<file path="config.mk">
export PLATFORM = sky130hd
export DESIGN_NAME = i2c_slave_rx
export DESIGN_NICKNAME = d
export VERILOG_FILES = /design/src/rtl/i2c_pkg.sv /design/src/rtl/i2c_sync_edge.sv /design/src/rtl/i2c_slave_rx.sv
export SDC_FILE = /design/constraint.sdc
export NUM_CORES = 1
export LEC_CHECK = 0
export BUFFER_PORTS_ARGS = -buffer_cell sky130_fd_sc_hd__buf_4
export CAP_MARGIN = 20
export CELL_PAD_IN_SITES_DETAIL_PLACEMENT = 1
export CELL_PAD_IN_SITES_GLOBAL_PLACEMENT = 2
export CORE_MARGIN = 2
export CORE_UTILIZATION = 38
export CTS_CLUSTER_DIAMETER = 200
export DETAILED_ROUTE_END_ITERATION = 8
export MAX_ROUTING_LAYER = met4
export PLACE_DENSITY_LB_ADDON = 0.05
export SLEW_MARGIN = 15
export SYNTH_ARGS = -nofsm -noshare
export SYNTH_HDL_FRONTEND = slang
export SYNTH_SLANG_ARGS = --single-unit
</file>
<file path="constraint.sdc">
create_clock -name clk -period 2.7 [get_ports clk]
set_input_delay 0.135 -clock clk [delete_from_list [all_inputs] [get_ports clk]]
set_output_delay 0.135 -clock clk [all_outputs]
set_load 0.1 [all_outputs]
</file>
<file path="src/rtl/i2c_pkg.sv">
// rtl/i2c_pkg.sv - shared types and constants for the I2C target receiver
//
// Purpose : state encoding, field widths and the R/W bit encoding used by
//           i2c_slave_rx and its helpers.
// Contents: I2C_ADDR_W, I2C_BYTE_W, I2C_WRITE, i2c_state_e.
package i2c_pkg;

    localparam int   I2C_ADDR_W = 7;
    localparam int   I2C_BYTE_W = 8;
    localparam logic I2C_WRITE  = 1'b0;

    typedef enum logic [2:0] {
        IDLE     = 3'd0,
        ADDR     = 3'd1,
        ADDR_ACK = 3'd2,
        DATA     = 3'd3,
        DATA_ACK = 3'd4,
        IGNORE   = 3'd5
    } i2c_state_e;

endpackage

</file>
<file path="src/rtl/i2c_sync_edge.sv">
// rtl/i2c_sync_edge.sv - N-stage input synchroniser with rise/fall strobes
//
// Purpose : brings an asynchronous bus line into the clk domain and flags
//           its edges. All stages reset to 1 so an idle bus reads as idle.
// Ports   : clk, rst_n (async, active-low), din (raw line)
//           dout (synchronised line), rise/fall (one-cycle edge strobes)
module i2c_sync_edge #(
    parameter int STAGES = 2
) (
    input  logic clk,
    input  logic rst_n,
    input  logic din,
    output logic dout,
    output logic rise,
    output logic fall
);

    logic [STAGES-1:0] sync_q, sync_d;
    logic              prev_q, prev_d;

    always_comb begin
        sync_d = {sync_q[STAGES-2:0], din};
        prev_d = sync_q[STAGES-1];
    end

    always_ff @(posedge clk or negedge rst_n) begin
        if (!rst_n) begin
            sync_q <= '1;
            prev_q <= 1'b1;
        end else begin
            sync_q <= sync_d;
            prev_q <= prev_d;
        end
    end

    assign dout = sync_q[STAGES-1];
    assign rise = dout & ~prev_q;
    assign fall = ~dout & prev_q;

endmodule

</file>
<file path="src/rtl/i2c_slave_rx.sv">
// rtl/i2c_slave_rx.sv - write-only I2C target receiver
//
// Purpose : oversamples SCL/SDA, detects START/STOP, matches a 7-bit
//           address, drives ACK and strobes out each received data byte.
// Ports   : clk, reset_n (async, active-low)
//           scl, sda_in   - bus lines as seen on the wire
//           sda_oe        - 1 pulls SDA low (open-drain)
//           rx_data/rx_valid - received byte and its one-cycle strobe
//           addr_hit      - addressed as write target, until STOP/START
//           stop_seen     - one-cycle strobe on STOP
//           busy          - between START and STOP
module i2c_slave_rx
    import i2c_pkg::*;
#(
    parameter logic [I2C_ADDR_W-1:0] SLAVE_ADDR  = 7'h50,
    parameter int                    SYNC_STAGES = 2
) (
    input  logic                  clk,
    input  logic                  reset_n,
    input  logic                  scl,
    input  logic                  sda_in,
    output logic                  sda_oe,
    output logic [I2C_BYTE_W-1:0] rx_data,
    output logic                  rx_valid,
    output logic                  addr_hit,
    output logic                  stop_seen,
    output logic                  busy
);

    logic scl_s, scl_rise, scl_fall;
    logic sda_s, sda_rise, sda_fall;

    i2c_sync_edge #(.STAGES(SYNC_STAGES)) u_scl_sync (
        .clk  (clk),
        .rst_n(reset_n),
        .din  (scl),
        .dout (scl_s),
        .rise (scl_rise),
        .fall (scl_fall)
    );

    i2c_sync_edge #(.STAGES(SYNC_STAGES)) u_sda_sync (
        .clk  (clk),
        .rst_n(reset_n),
        .din  (sda_in),
        .dout (sda_s),
        .rise (sda_rise),
        .fall (sda_fall)
    );

    // Both lines go through identical synchroniser depths, so scl_s is
    // aligned with the SDA edge strobes.
    logic start_det, stop_det;
    assign start_det = sda_fall & scl_s;
    assign stop_det  = sda_rise & scl_s;

    i2c_state_e            state_q, state_d;
    logic [2:0]            bit_cnt_q, bit_cnt_d;
    logic [I2C_BYTE_W-2:0] shift_q, shift_d;
    logic [I2C_BYTE_W-1:0] rx_data_q, rx_data_d;
    logic                  rx_valid_q, rx_valid_d;
    logic                  addr_hit_q, addr_hit_d;
    logic                  stop_seen_q, stop_seen_d;
    logic                  busy_q, busy_d;
    logic                  sda_oe_q, sda_oe_d;

    // Byte as it stands once the current bit is shifted in.
    logic [I2C_BYTE_W-1:0] byte_in;
    assign byte_in = {shift_q, sda_s};

    always_comb begin
        state_d     = state_q;
        bit_cnt_d   = bit_cnt_q;
        shift_d     = shift_q;
        rx_data_d   = rx_data_q;
        rx_valid_d  = 1'b0;
        addr_hit_d  = addr_hit_q;
        stop_seen_d = 1'b0;
        busy_d      = busy_q;
        sda_oe_d    = sda_oe_q;

        if (stop_det) begin
            // Partial byte is simply abandoned: no strobe.
            state_d     = IDLE;
            bit_cnt_d   = 3'd0;
            stop_seen_d = 1'b1;
            busy_d      = 1'b0;
            addr_hit_d  = 1'b0;
            sda_oe_d    = 1'b0;
        end else if (start_det) begin
            state_d    = ADDR;
            bit_cnt_d  = 3'd0;
            addr_hit_d = 1'b0;
            sda_oe_d   = 1'b0;
            busy_d     = 1'b1;
        end else begin
            case (state_q)
                IDLE: begin
                end
                ADDR: begin
                    if (scl_rise) begin
                        shift_d   = byte_in[I2C_BYTE_W-2:0];
                        bit_cnt_d = bit_cnt_q + 3'd1;
                        if (bit_cnt_q == 3'd7) begin
                            if (byte_in[I2C_BYTE_W-1:1] == SLAVE_ADDR &&
                                byte_in[0] == I2C_WRITE) begin
                                state_d = ADDR_ACK;
                            end else begin
                                state_d = IGNORE;
                            end
                        end
                    end
                end
                ADDR_ACK, DATA_ACK: begin
                    // First SCL fall after the 8th bit opens the ACK window,
                    // the next one closes it; SCL is low at both points.
                    if (scl_fall) begin
                        if (!sda_oe_q) begin
                            sda_oe_d = 1'b1;
                        end else begin
                            sda_oe_d  = 1'b0;
                            state_d   = DATA;
                            bit_cnt_d = 3'd0;
                            if (state_q == ADDR_ACK) begin
                                addr_hit_d = 1'b1;
                            end
                        end
                    end
                end
                DATA: begin
                    if (scl_rise) begin
                        shift_d   = byte_in[I2C_BYTE_W-2:0];
                        bit_cnt_d = bit_cnt_q + 3'd1;
                        if (bit_cnt_q == 3'd7) begin
                            rx_data_d  = byte_in;
                            rx_valid_d = 1'b1;
                            state_d    = DATA_ACK;
                        end
                    end
                end
                IGNORE: begin
                end
                default: begin
                    state_d = IDLE;
                end
            endcase
        end
    end

    always_ff @(posedge clk or negedge reset_n) begin
        if (!reset_n) begin
            state_q     <= IDLE;
            bit_cnt_q   <= 3'd0;
            shift_q     <= '0;
            rx_data_q   <= '0;
            rx_valid_q  <= 1'b0;
            addr_hit_q  <= 1'b0;
            stop_seen_q <= 1'b0;
            busy_q      <= 1'b0;
            sda_oe_q    <= 1'b0;
        end else begin
            state_q     <= state_d;
            bit_cnt_q   <= bit_cnt_d;
            shift_q     <= shift_d;
            rx_data_q   <= rx_data_d;
            rx_valid_q  <= rx_valid_d;
            addr_hit_q  <= addr_hit_d;
            stop_seen_q <= stop_seen_d;
            busy_q      <= busy_d;
            sda_oe_q    <= sda_oe_d;
        end
    end

    assign sda_oe    = sda_oe_q;
    assign rx_data   = rx_data_q;
    assign rx_valid  = rx_valid_q;
    assign addr_hit  = addr_hit_q;
    assign stop_seen = stop_seen_q;
    assign busy      = busy_q;

endmodule

</file>
== Word-level counts from Yosys, hierarchy flattened ==
Cells that the tools add are included.

* Flip-flop bits (word level): 32
* Input port bits: 4
* Output and inout bits: 13
* Word-level logic and storage cells: 93

* $add $sub $neg: 1
* Eq/ne operators: 15
* Mux-type cells: 35
* Bitwise operators: 12
* Reduce and logical (&&, ||, !) cells: 17

{| class="wikitable"
|+ Operator list
! kind !! number
|-
| 3-bit two-way mux || 14
|-
| 4-bit inequality test, second input constant || 6
|-
| 1-bit two-way mux || 19
|-
| 3-bit case mux with 4 select lines || 1
|-
| 4-bit AND reduction || 3
|-
| 3-bit nonzero test || 4
|-
| 3-bit == test, second input constant || 3
|-
| 7-bit == test, second input constant || 1
|-
| 7-bit AND reduction || 1
|-
| 1-bit bitwise AND || 6
|-
| 3-bit by 2-bit == test with 1-bit output, second input constant || 2
|-
| 1-bit inverter || 6
|-
| 3-bit case mux with 2 select lines || 1
|-
| 2-bit OR reduction || 3
|-
| 5-bit AND reduction || 1
|-
| 4-bit by 1-bit inequality test with 1-bit output, second input constant || 1
|-
| 4-bit nonzero test || 1
|-
| 3-bit by 1-bit adder with 3-bit output, second input constant || 1
|-
| 3-bit by 1-bit == test with 1-bit output, second input constant || 1
|-
| 3-bit zero test || 1
|-
| 3-bit by 1-bit inequality test with 1-bit output, second input constant || 1
|-
| 2-bit AND reduction || 1
|-
| 2-bit nonzero test || 1
|-
| 1-bit logical AND || 1
|}

== Depth between registers and ports, before layout ==
* Depth after elaboration: 8
* Mapped depth: 6
* Mapped depth without buffers: 6

== Cells and area by module ==
From an unflattened synthesis, not the netlist that was laid out.

* Cell total of the unflattened synthesis: 103
* Area, all modules: 1375.1 um^2

{| class="wikitable"
|+ By module, submodules not included
! module !! instances !! cells each !! area an instance (um^2)
|-
| i2c_slave_rx || 1 || 93 || 1187.4
|-
| i2c_sync_edge || 2 || 5 || 93.8
|}

== Worst setup path after synthesis ==
Ideal clock, no wire load.

* Kind: reg-to-reg
* Start point: register u_scl_sync.sync_q[1]
* End point: register rx_data_q[0] (netlist: rx_data[0])
* Data arrival time: 1.867 ns
* Data required time: 2.575 ns
* Slack: 0.707 ns
* Stages on the path, launching flop included: 7
* Buffers on the path: 2
* Cells stage by stage: dfstp_2 buf_4 inv_1 or4b_1 buf_6 nor2_8 mux2_2

* Longest elaborated chain between the ends: 3

{| class="wikitable"
|+ RTL lines
! element !! line !! text
|-
| start, declared || i2c_sync_edge.sv:18 || <nowiki>logic [STAGES-1:0] sync_q, sync_d;</nowiki>
|-
| start signal, assigned || i2c_sync_edge.sv:31 || <nowiki>sync_q <= sync_d;</nowiki>
|-
| 1-bit bitwise AND, on equally long branches || i2c_slave_rx.sv:55, i2c_slave_rx.sv:54 ||
|-
| 1-bit inverter (no line) || n/a ||
|-
| 5-bit AND reduction (no line) * || n/a ||
|-
| end signal, assigned || i2c_slave_rx.sv:165 || <nowiki>rx_data_q <= rx_data_d;</nowiki>
|-
| end, declared || i2c_slave_rx.sv:60 || <nowiki>logic [I2C_BYTE_W-1:0] rx_data_q, rx_data_d;</nowiki>
|}

Every way passes the cells marked *; elsewhere a longest branch is shown, timed or not.
A chain may end at the register's enable or synchronous reset.

== Worst setup path in the final report ==
* Start point: register u_sda_sync.sync_q[1]
* End point: register rx_data_q[6] (netlist: rx_data[6])

* Longest elaborated chain between the ends: 5

{| class="wikitable"
|+ RTL lines
! element !! line !! text
|-
| start, declared || i2c_sync_edge.sv:18 ||
|-
| start signal, assigned || i2c_sync_edge.sv:31 ||
|-
| 1-bit inverter || i2c_sync_edge.sv:38 || <nowiki>assign fall = ~dout & prev_q;</nowiki>
|-
| 1-bit bitwise AND || i2c_sync_edge.sv:38 ||
|-
| 1-bit bitwise AND || i2c_slave_rx.sv:54 || <nowiki>assign start_det = sda_fall & scl_s;</nowiki>
|-
| 1-bit inverter (no line) || n/a ||
|-
| 5-bit AND reduction (no line) * || n/a ||
|}

Marked as above.

==> summary.md <==
| Metric | Value |
|---|---|
| # setup viols final | 0 |
| Initial Util | 39.1% |
| Tcrit/Tclk final | 83.6% |
| Setup_tns | 0 ns |
| Status | complete, no violations |
| Max Buffers Root-to-Sink | 2 |
| Clock slew at reported path FFs | 0.07 ns |
| Die Height | 64.9 um |
| CP required | 2.86 ns |
| Synth Area in Compound Gates | 6.93% |
| Number of enable flip-flop cells after synthesis | 0 |
| Yosys reg bits | 32 |
| Critical Path Fanout Max | 9 |
| PortBufs | 16 |
| Fin. Hold Viols | 0 |
| Pleak | 0.835 nW |
| Most common cell in the netlist | dfrtp_1 |
| Drt first pass iters | 4 |
| Area grow syn2layout | 21.2% |
| Slew Limit Fails | 0 |
| Vias in the first global route | 992 |
| Primary FF master, synth | dfrtp_1 |
| Num CTS Buffers | 5 |
| Xor/xnor cell area share of the yosys netlist | 1.87% |
| Routed WL | 2800 um |
| Maximum VDD drop | 0.000285 V |
| Vias per cell | 5.18 |
| Async SR Flop Fraction | 100% |
| Gr usage total | 16.2% |
| Share of layout cells above drive strength 1 | 38.8% |
| Mux contribution to synthesized area | 14.3% |
| Post-CTS resize count | 0 |
| DR vias | 942 |
| Busiest metal layer after global routing | met2 |
| # DRC | 0 |
| DR WL/cell | 15.4 um |
| Total power draw | 0.00118 W |
| Relative slew slack | 67.9% |
| Worst setup EP type | flip-flop |
| Reg2reg start | u_sda_sync.sync_q[1] |
| Worst Tran Pin Value | 0.481 ns |
| Post-Synthesis Cells | 109 |
| HPWL Detailed | 1960 um |
| Simple-gate share of the synthesized area | 15.6% |
| Initial DRC count | 53 |
| Initial antenna violation count | 0 |
| Synth cell types | 34 |
| Top-area cell type share of the netlist area | 46.2% |
| M3 GR Usage | 4.69% |
| Rows | 22 |
| Synth area leaders | dfrtp_1, mux2_2, dfstp_2 |
| Critical Path AT | 2.42 ns |
| Fraction of the yosys area taken by sequential cells | 57.4% |
| Pin count of the biggest net entering global routing | 33 |
| Yosys top cell by area | dfrtp_1 |
| Clock Sinks | 32 |
| Number of H-tree levels | 2 |
| Antenna viol nets, final | 0 |
| Met2 track demand over resource | 24.5% |
| Fin crit period | 2.26 ns |
| Maxcap violations | 0 |
| Ys Warns | 0 |
| Core area | 3610 um2 |
| Worst Setup Path Type | reg2reg |
| Setup crit start kind | flip-flop |
| Full die area | 4210 um2 |
| CTS tree | yes |
| Largest family of logic cells by synthesized area | simple AND/OR/NAND/NOR gates |
| Global-route wire length before repair | 4960 um |
| Layout Nets | 139 |
| Class of the tightest hold or removal check | in2async |
| Worst setup path start | u_sda_sync.sync_q[1] |
| Commonest cells in the netlist | dfrtp_1, mux2_2, a21oi_1, nand2_1 |
| RSZ-0062 raised after global routing | no |
| Synthesized net count | 115 |
| Clk_lat worst skew | 0.28 ns |
| Adder-Cell Fraction of Synth Area | 1.78% |
| Post-CTS Setup Bufs | 0 |
| Setup Skew | 0.00444 ns |
| Fmax | 0.443 GHz |
| Num ports | 17 |
| GR Overflow Total | 0 |
| CTS root buf | clkbuf_8 |
| PwrDens | 693 nW/um2 |
| Die Wd | 64.9 um |
| Final Wtd Congestion | 0.801 |
| Ant. Diodes | 0 |
| GR Util met1 | 20.6% |
| Mapped cell area | 1410 um2 |
| Syn avg cell area | 12.9 um2 |
==> state kept, by name, indices dropped and copies added, names as in the netlist <==
register,flops
rx_data,8
shift_q,7
bit_cnt_q,3
state_q,3
u_scl_sync.sync_q,2
u_sda_sync.sync_q,2
addr_hit,1
busy,1
rx_valid,1
sda_oe,1
stop_seen,1
u_scl_sync.prev_q,1
u_sda_sync.prev_q,1
==> repair_timing <==
action | in CTS | in global routing
setup endpoints to repair | 0 | 0
hold buffers | 3 | 0
endpoints found under the hold margin | 28 | 0
==> path summary, 6_finish.rpt <==
kind / endpoint / slack (ns) / cells past startpoint
max: rx_data[6] / 0.44 / 4
min: addr_hit / 0.32 / 2
max reg2reg: rx_data[6] / 0.44 / 4
min reg2reg: u_sda_sync.sync_q[1] / 0.36 / 0
max in group asynchronous: u_scl_sync.sync_q[1] / 2.06 / 2
min in group clk: u_sda_sync.sync_q[1] / 0.36 / 0
==> power by group <==
| part | switching (W) | total [W] | internal (W) |
|---|---|---|---|
| Sequential | 0.0000578 | 0.000599 | 0.000541 |
| Combinational | 0.0000673 | 0.000138 | 0.0000710 |
| Clock | 0.000173 | 0.000446 | 0.000274 |
| Total | 0.000298 | 0.00118 | 0.000886 |
==> stage by stage <==
stage          hold WS [ns]  setup WS (ns)  util, %  instances  area [um2]
6_report              0.317          0.444     47.4        182        1710
5_1_grt               0.354          0.331     47.4        182        1710
4_1_cts               0.333          0.410     47.4        182        1710
3_5_place_dp         0.0964          0.438     43.5        171        1570
3_3_place_gp         0.0938          0.463     43.5        171        1570
2_1_floorplan        -0.161          0.707        -        109        1410
==> kinds of logic (layout without fill, tap and decap cells) <==
| group | after synthesis | in the layout |
|---|---|---|
| AND/OR/NAND/NOR | 33 | 33 |
| flip-flops | 32 | 32 |
| multiplexers | 18 | 18 |
| AO/OA/AOI/OAI | 16 | 16 |
| buffers and inverters | 5 | 30 |
| XOR/XNOR | 3 | 3 |
| adder cells (fa/ha/maj) | 2 | 2 |
==> cell type report <==
type                       instances  area, um2
fill                             400       1900
inverter                           3       11.3
clock inverter                     2       35.0
multi-input combinational         72        571
clock buffer                       6       72.6
sequential                        32        808
tap                               48       60.1
timing repair buffer              19        150
==> per-layer routing <==
layer  vias up  wire [um]
met5         -          0
met2        19       1370
li1        438          -
met1       483       1290
met4         0         14
met3         2        125
==> worst max-delay path, stage by stage, from the launching register on <==
cell	delay (ns)
dfstp_2	0.62
xor2_1	0.12
or4b_1	0.77
nor2_8	0.28
mux2_2	0.36
==> layout by cell type, fill, tap and decap left out, types with 3 or more instances in the layout <==
cell type      Yosys  routed
a21oi_1            7       7
buf_4              1      16
clkbuf_8           0       5
dfrtp_1           26      26
dfstp_2            6       6
dlygate4sd3_1      0       3
inv_1              3       3
mux2_2            17      17
nand2_1            7       7
nor2_1             6       6
nor2b_1            3       3
o21ai_0            3       3
xor2_1             3       3
Note: power is estimated with default switching activity, not from simulation.
